===== src/rtl/special_op_dispatch.sv =====
// rtl/special_op_dispatch.sv - detects the custom opcode, launches the special-op PC unit and holds fetch until it is done
module special_op_dispatch #(
    parameter int          ADDRESS_BITS   = 20,
    parameter int          DATA_WIDTH     = 32,
    parameter logic [6:0]  SPECIAL_OPCODE = 7'h0B,
    parameter int          TIMEOUT_CYCLES = 64,
    parameter int          CNT_WIDTH      = 16
) (
    input  logic                    clk,
    input  logic                    rst,
    input  logic                    instr_valid,
    input  logic [DATA_WIDTH-1:0]   instr,
    input  logic [ADDRESS_BITS-1:0] instr_pc,
    input  logic                    flush,
    input  logic                    spec_done,
    output logic                    spec_en,
    output logic [ADDRESS_BITS-1:0] spec_curr_pc,
    output logic                    pc_sel,
    output logic                    stall,
    output logic                    busy,
    output logic                    timeout_err,
    output logic [CNT_WIDTH-1:0]    op_count
);

    localparam int            TW      = (TIMEOUT_CYCLES > 2) ? $clog2(TIMEOUT_CYCLES) : 1;
    localparam logic [TW-1:0] TO_LAST = TW'(TIMEOUT_CYCLES - 1);

    typedef enum logic [1:0] {
        S_IDLE,
        S_LAUNCH,
        S_WAIT,
        S_RESTORE
    } state_t;

    state_t        state;
    state_t        next_state;
    logic [TW-1:0] to_cnt;
    logic          detect;
    logic          done_evt;
    logic          to_evt;
    logic          unused_instr_bits;

    assign unused_instr_bits = ^instr[DATA_WIDTH-1:7];

    assign detect = (state == S_IDLE) && instr_valid && (instr[6:0] == SPECIAL_OPCODE) && !flush;
    assign busy   = (state != S_IDLE);
    // Combinational so the triggering instruction is frozen in the same cycle it is seen.
    assign stall  = detect || busy;

    always_comb begin
        next_state = state;
        done_evt   = 1'b0;
        to_evt     = 1'b0;
        case (state)
            S_IDLE: begin
                if (detect) next_state = S_LAUNCH;
            end
            S_LAUNCH: begin
                next_state = S_WAIT;
            end
            S_WAIT: begin
                // Completion takes priority over a timeout on the same cycle.
                if (spec_done) begin
                    done_evt   = 1'b1;
                    next_state = S_RESTORE;
                end else if (to_cnt == TO_LAST) begin
                    to_evt     = 1'b1;
                    next_state = S_IDLE;
                end
            end
            S_RESTORE: begin
                next_state = S_IDLE;
            end
            default: begin
                next_state = S_IDLE;
            end
        endcase
    end

    always_ff @(posedge clk) begin
        if (rst) begin
            state        <= S_IDLE;
            to_cnt       <= '0;
            spec_en      <= 1'b0;
            spec_curr_pc <= '0;
            pc_sel       <= 1'b0;
            timeout_err  <= 1'b0;
            op_count     <= '0;
        end else begin
            state   <= next_state;
            spec_en <= (next_state == S_LAUNCH);
            pc_sel  <= (next_state != S_IDLE);
            if (detect) spec_curr_pc <= instr_pc;
            if (state == S_LAUNCH) begin
                to_cnt <= '0;
            end else if (state == S_WAIT) begin
                to_cnt <= to_cnt + 1'b1;
            end
            if (to_evt) timeout_err <= 1'b1;
            if (done_evt && (op_count != {CNT_WIDTH{1'b1}})) op_count <= op_count + 1'b1;
        end
    end

endmodule


===== config.mk =====
export PLATFORM = sky130hd
export DESIGN_NAME = special_op_dispatch
export DESIGN_NICKNAME = d
export VERILOG_FILES = /design/src/rtl/special_op_dispatch.sv
export SDC_FILE = /design/constraint.sdc
export NUM_CORES = 1
export LEC_CHECK = 0
export BUFFER_PORTS_ARGS = -buffer_cell sky130_fd_sc_hd__buf_2
export CAP_MARGIN = 20
export CORE_UTILIZATION = 49
export CTS_CLUSTER_SIZE = 40
export DETAILED_ROUTE_END_ITERATION = 12
export PLACE_DENSITY = 0.85
export SLEW_MARGIN = 10
export SYNTH_ARGS = -nofsm -noshare
export SYNTH_HDL_FRONTEND = slang
export SYNTH_SLANG_ARGS = --single-unit

===== constraint.sdc =====
create_clock -name clk -period 5.2 [get_ports clk]
set_clock_uncertainty 0.1 [all_clocks]
set_input_delay 0.52 -clock clk [delete_from_list [all_inputs] [get_ports clk]]
set_output_delay 0.52 -clock clk [all_outputs]
set_load 0.1 [all_outputs]

Word-level counts from Yosys, hierarchy flattened:

Cells that the tools add are included.

* reductions and logical operators: 10
* add/sub/neg operators: 2
* muxes and demuxes: 9
* eq/ne operators: 7

Operators with widths (number)
* adder 16 x 1 -> 16 bit, second input constant: 1
* inequality test 16 bit, second input constant: 1
* case mux 2 bit (4 select lines): 1
* equality test 7 x 4 -> 1 bit, second input constant: 1
* adder 6 x 1 -> 6 bit, second input constant: 1
* equality test 6 bit, second input constant: 1
* 2-to-1 mux 2 bit: 3
* 2-to-1 mux 1 bit: 5
* equality test 2 x 1 -> 1 bit, second input constant: 2
* equality test 2 bit, second input constant: 2
* logical AND 1 bit: 4
* nonzero test 2 bit: 2
* zero test 2 bit: 1
* OR reduction 2 bit: 1
* zero test 1 bit: 1
* logical OR 1 bit: 1

* output and inout bits: 41
* logic and storage cells: 35
* register bits: 47
* input bits: 57

Logic depth before layout (Yosys ltp):

Gate-level depths: netlist (run 1).

* depth in word-level cells: 7
* mapped depth: 6
* depth with buffers taken out: 5

Worst setup path before layout (run 1):

Ideal clock, no wire load.

* path kind: register -> register
* start point: register op_count[0]
* end point: register op_count[1]
* period minus slack after synthesis: 2.648 ns
* path slack: 2.552 ns
* stages on the path, launching flop included: 7
* buffers on the path: 1
* library setup time: 0.128 ns
* arrival: 2.421 ns
* data required time: 4.972 ns
* cells stage by stage: dfxtp_1 -> ha_1 -> nand4_2 -> o41ai_4 -> buf_6 -> mux2i_1 -> nor2_1

* word-level cells in the longest chain between the ends: 2
* elaborated cells between the ends (all ways): 3
* classes of those cells: 1 x add/sub; 1 x eq/ne; 1 x reduce/logical

RTL lines
* start: declaration: RTL line 22 `output logic [CNT_WIDTH-1:0] op_count`
* start signal: assignment: RTL line 100 `if (done_evt && (op_count != {CNT_WIDTH{1'b1}})) op_count <= op_count + 1'b1;`
* parallel branches: the longest is 2 deep, another holds adder 16 x 1 -> 16 bit

Parallel ways; which one is timed is not known.
A chain may end at the register's enable or synchronous reset.

Worst setup path in the final report (run 1):

* start point: input port instr[5]
* end point: output port stall

* word-level cells in the longest chain between the ends: 4

RTL lines
* start: declaration: RTL line 12 `input logic [DATA_WIDTH-1:0] instr,`
* equality test 7 x 4 -> 1 bit: RTL line 45 `assign detect = (state == S_IDLE) && instr_valid && (instr[6:0] == SPECIAL_OPCODE) && !flush;`
* logical AND 1 bit (2 in a row): RTL line 45
* logical OR 1 bit: RTL line 48 `assign stall = detect || busy;`
* end: declaration: RTL line 19 `output logic stall,`

No other way between the ends.

==> metrics.txt, run 1 <==
vias=1779; r2r setup slk=~3.0 ns; hold endpoint=spec_curr_pc[13]; initial antenna violation count=0; hold buffer count at CTS=0; Ports=98; layout cell share with drive strength beyond 1=31.0%; RSZ-0062 raised after global routing=no; share of the synthesized area in the top cell type=47.5%; Arr. time, crit path=1.69 ns; post-synth cell types=32; largest net degree at the start of global routing=42; GR Util met3=4.69%; LEAKAGE=1.23 nW; most numerous cell in the Yosys netlist=dfxtp_1; CP Data Required Time=4.58 ns; reg2reg start=op_count[0]; full die area=4300 um^2; final number of setup-violating endpoints=0; Most Crowded Layer GR=met2; RR Endpoint=op_count[1]; CP most frequent cell=buf_2; Synth Flop Type=dfxtp_1; Post-synth EDFFs=0; final std cells w/o fill=329; final WL=about 4.2 mm; Avg Inst Size Synth=9.48 um^2; CTS max path bufs=2; Synth Instances=209; top post-synthesis cells by count=47 x dfxtp_1, 32 x nor2_1, 22 x mux2i_1, 17 x a21oi_1, 10 x nand2_1; Mapped Nets=268; diode count=0; vias in the first global route=1612; CTS root buffer=clkbuf_8; CTS Sinks=47; pwr dens=240 nW/um^2; Mapped Area=~2000 um^2; Core ar.=~3800 um^2; dpl ws=2.87 ns; clock period minus final worst setup slack=2.31 ns; hold path startpoint=instr_pc[13]; Final Cycle Share=around 44%; Detail Placement HPWL=3.06 mm; Slew HR=43.4%; Fmax=433 MHz; Clock Latency Late Sink=0.29 ns; fin nets=339; Placer Congestion=approximately 0.8; R2R depth=5; min-delay worst type=input pin to register; FP Rows=22; DRC viols=0; cts repair resizes=0; DR iter-0 viols=82; first-pass GRT wire length=between 6 and 7 mm; critical path peak fanout=2; M1 GR Usage=a little under a quarter; Seq/Total Area, Yosys=47.5%; Ys Warns=0; worst-margin pin slew=0.847 ns; vias per inst=5.41; Antenna Nets Post-Route=0; drt wl/cell=between 10 and 15 um; die span in x=65.6 um; CTS tree=yes; Hold Slack=between 0.3 and 0.4 ns; Synth Register Bits=47; area delta synth->final=23.5%; dominant cell type by area after synthesis=dfxtp_1; Post-DP Area=2360 um^2; crit start category=input pin; global route overflow=0; asr flop ratio synth=0%; Worst Hold Depth=3; CP peak stage delay=0.42 ns; DR pass1 iterations=4; Worst Slack Setup Final=2.89 ns; Reg clk slew, reported paths=roughly 0.080 ns; Peak VDD IR=0.162 mV; PortBufs=72; CP top delay family=simple AND/OR/NAND/NOR gates; Core Util, Final=roughly 65%; final hold violations=0; Final TNS setup=0 ns; CP cell instances=buf_2 -> nor4b_1 -> nand4_1 -> nand2b_1 -> buf_2; Buf+Inv Stages, Crit Path=2; post-route design area=2450 um^2; die height=65.6 um; Total GRT Usage=20.4%; status=completed; critical path class=input pin to primary output; post-CTS setup buffers=0; CTS buffer count=5; Initial Utilization=52.5%; Critical Path End Type=primary output; Final Total Pwr=0.588 mW; # Max-Cap Violations=0; met2 Use GR=35.1%; top cells by area, synth=dfxtp_1 48%, mux2i_1 11%, nor2_1 6.1%; Final Max Tran Viols=0; H-tree depth=2; Post-Place Cells=about 320; slowest CP cell=buf_2
-- area by class of cell --
type                    instances  area (um^2)
well taps                      48         60.1
clock buffers                   7         76.3
fillers                       334         1330
repair buffers                 73          368
flip-flops and latches         47          941
multi-input cells             152          992
inverters                       1         3.75
clock inverters                 1         5.00
-- worst max path at each step --
stage	startpoint	endpoint	slack, ns	cells after the start
after floorplan	op_count[0]	op_count[1]	2.55	6
after global placement	instr[5]	stall	2.89	5
after detailed placement	instr[5]	stall	2.87	5
after CTS	instr[5]	stall	2.87	5
after global routing	instr[5]	stall	2.80	5
final	instr[5]	stall	2.89	5
-- placed cells by master, fill, tap and decap left out --
| cell type | Yosys | layout |
|---|---|---|
| nor2b_1 | 3 | 3 |
| dfxtp_1 | 47 | 47 |
| o31ai_1 | 6 | 6 |
| xor2_1 | 4 | 4 |
| nand3_1 | 4 | 4 |
| buf_4 | 0 | 1 |
| a21oi_1 | 17 | 17 |
| nor2_1 | 32 | 32 |
| or2_2 | 2 | 2 |
| nand4_1 | 7 | 7 |
| and3b_1 | 1 | 1 |
| inv_1 | 1 | 1 |
| mux2i_1 | 22 | 22 |
| clkbuf_1 | 6 | 2 |
| nor4b_1 | 2 | 2 |
| clkbuf_8 | 0 | 5 |
| and3_2 | 1 | 1 |
| o21ai_0 | 3 | 3 |
| or4_1 | 5 | 5 |
| and3_1 | 2 | 2 |
| xnor2_1 | 2 | 2 |
| ha_1 | 2 | 2 |
| o41ai_4 | 1 | 1 |
| buf_2 | 2 | 72 |
| and2_1 | 2 | 2 |
| nand4_2 | 3 | 3 |
| o21ai_1 | 6 | 6 |
| clkinv_2 | 0 | 1 |
| a31oi_1 | 1 | 1 |
| nand2_1 | 10 | 10 |
| and4_1 | 3 | 3 |
| or3_1 | 9 | 9 |
| and3b_2 | 1 | 1 |
| nand2b_1 | 1 | 1 |
-- logic make-up (layout without fill, tap and decap cells) --
family / count (synthesis) / in the layout / synth area share (%)
buf+inv: 10 / 82 / 2.40
compound gates: 34 / 34 / 10.5
mux: 22 / 22 / 11.1
xor+xnor: 6 / 6 / 2.65
fa+ha+maj: 2 / 2 / 1.26
flops: 47 / 47 / 47.5
simple gates: 88 / 88 / 24.5
-- per-layer routing --
layer  vias up  part of all wire [%]
met2        67                    48
met3         5                   6.0
met4         0                   1.1
li1        892                     -
met5         -                     0
met1       815                    45
-- power by group --
group | leakage [nW] | switching [mW] | internal, mW | total [mW]
registers | 0.378 | 0.000165 | 0.360 | 0.360
clock network | 0.0422 | 0.112 | 0.0944 | 0.206
logic | 0.805 | 0.0120 | 0.0101 | 0.0222
-- worst reg2reg max path: stages, from the launching register on --
cell and delay, ns:
dfxtp_1 0.40, ha_1 0.25, nand4_2 0.19, o41ai_4 0.86, mux2i_1 0.26, nor2_1 0.05
-- flip-flops by register name, summed over array words and instances (netlist names) --
signal	cells
spec_en	1
state	2
spec_curr_pc	20
timeout_err	1
to_cnt	6
op_count	16
pc_sel	1
No activity file was read; power rests on OpenSTA's default activity.
==> inputs of run 2 (changes only) <==
- CORE_UTILIZATION: 49 -> 41
- PLACE_DENSITY: 0.85 -> 0.76
- clock period: 5.2 -> 1.9 ns (I/O delays scaled with it)
==> run 2 against run 1 <==
  * Core utilization fell by 7.0 points
  * Critical path depth did not move
  * First-iteration DRC count fell by 32%
  * Combinational power rose to 2.8 times the previous value
  * Sequential power rose to 2.7 times the previous value
  * Die area rose by 19%
  * Clock power rose to 3.1 times the previous value
  * Flip-flop and latch count did not move
  * Register-to-register slack got worse by 2.8 ns
  * Worst hold slack got worse by 0.33 ns
  * Count of clock-buffer cells in the layout rose by 1
==> metrics.txt, run 2 (synthesized netlist as in run 1, its figures left out) <==
final number of setup-violating endpoints=0; final std cells w/o fill=340; vias in the first global route=between 1500 and 2000; Worst Setup EP=op_count[11]; die height=between 70 and 80 um; Critical Path End Type=register; Reg clk slew, reported paths=0.08 ns; CTS max path bufs=2; Fmax=~590 MHz; Ports=98; vias=1805; DR pass1 iterations=4; hold path startpoint=instr_pc[0]; pwr dens=644 nW/um^2; Core ar.=4500 um^2; commonest non-fill, non-tap cell in the layout=buf_2; most frequent cells in the layout=71 x buf_2, 32 x nor2_1, 31 x dfxtp_1; Post-DP Area=2500 um^2; r2r setup slk=0.20 ns; Peak VDD IR=0.382 mV; final WL=roughly 4.3 mm; CP Data Required Time=2.03 ns; post-CTS setup buffers=0; # Max-Cap Violations=0; Antenna Nets Post-Route=0; min-delay worst type=input pin to register; Worst Hold Depth=3; reg2reg start=state[1]; Arr. time, crit path=1.83 ns; status=completed; Reg with most FFs=spec_curr_pc; Final Cycle Share=89.7%; area delta synth->final=31.5%; full die area=5110 um^2; Initial Utilization=44.0%; worst-margin pin slew=0.498 ns; cts repair resizes=0; final hold violations=0; Final Total Pwr=1.68 mW; Post-Place Cells=roughly 330; layout cell share with drive strength beyond 1=39.2%; FP Rows=24; Total GRT Usage=between 10% and 20%; CTS buffer count=5; critical path class=register to register; Slew HR=about two thirds; dpl ws=around 0.17 ns; diode count=0; largest registers=spec_curr_pc: 20 flops, op_count: 16 flops, to_cnt: 6 flops; RR Endpoint=op_count[11]; Clock Latency Late Sink=0.29 ns; largest net degree at the start of global routing=26; clock period minus final worst setup slack=1.70 ns; LEAKAGE=about 1.3 nW; Final Max Tran Viols=0; CTS root buffer=clkbuf_8; DRC viols=0; hold buffer count at CTS=0; die span in x=slightly above 70 um; first-pass GRT wire length=7.31 mm; initial antenna violation count=0; Worst Slack Setup Final=0.196 ns; crit path launch=state[1]; PortBufs=72; drt wl/cell=12.7 um; Placer Congestion=between 0.8 and 0.9; CTS Sinks=47; critical path peak fanout=8; CTS tree=yes; post-route design area=2610 um^2; global route overflow=0; RSZ-0062 raised after global routing=no; max reg flops=20; R2R depth=5; DR iter-0 viols=56; H-tree depth=2; Final TNS setup=0 ns; crit start category=register; Detail Placement HPWL=3.17 mm; fin nets=346; vias per inst=between 5 and 6
==> run 2: cell type report <==
class / instances / area (um^2)
clock buffer: 8 / 100
fill: 393 / 1900
inverter: 1 / 3.75
multi-input combinational: 152 / 1010
sequential: 47 / 993
tap: 52 / 65.1
timing repair buffer: 80 / 435
==> run 2: worst min-delay path by stage <==
| stage | to |
|---|---|
| final | spec_curr_pc[0] |
| after CTS | spec_curr_pc[0] |
| after global placement | spec_curr_pc[0] |
| after detailed placement | spec_curr_pc[12] |
| after global routing | spec_curr_pc[0] |
| after floorplan | state[0] |
==> run 2: routing by layer <==
layer  track usage, %  share of wire (%)
met3             6.19                7.3
met5                0                  0
met2             31.0                 46
met4             6.54                1.6
met1             20.8                 45
==> run 2: critical path, cell delays in order, from the launching register on <==
cell and delay, ns:
dfxtp_1 0.39, and3b_2 0.28, o41ai_4 0.10, buf_4 0.17, or4_1 0.46, a21oi_1 0.14
==> run 2: report_power, final <==
part           internal [mW]  total [mW]  switching, mW
Clock                  0.332       0.648          0.316
Sequential             0.966       0.966       0.000463
Combinational         0.0296      0.0623         0.0327
Total                   1.33        1.68          0.349
==> run 2: through the flow <==
step	hold WS (ns)	util (%)
2_1_floorplan	0.167	-
3_5_place_dp	0.328	55.4
6_report	0.0246	57.8
3_3_place_gp	0.316	55.4
4_1_cts	0.0155	57.7
5_1_grt	0.0183	57.8
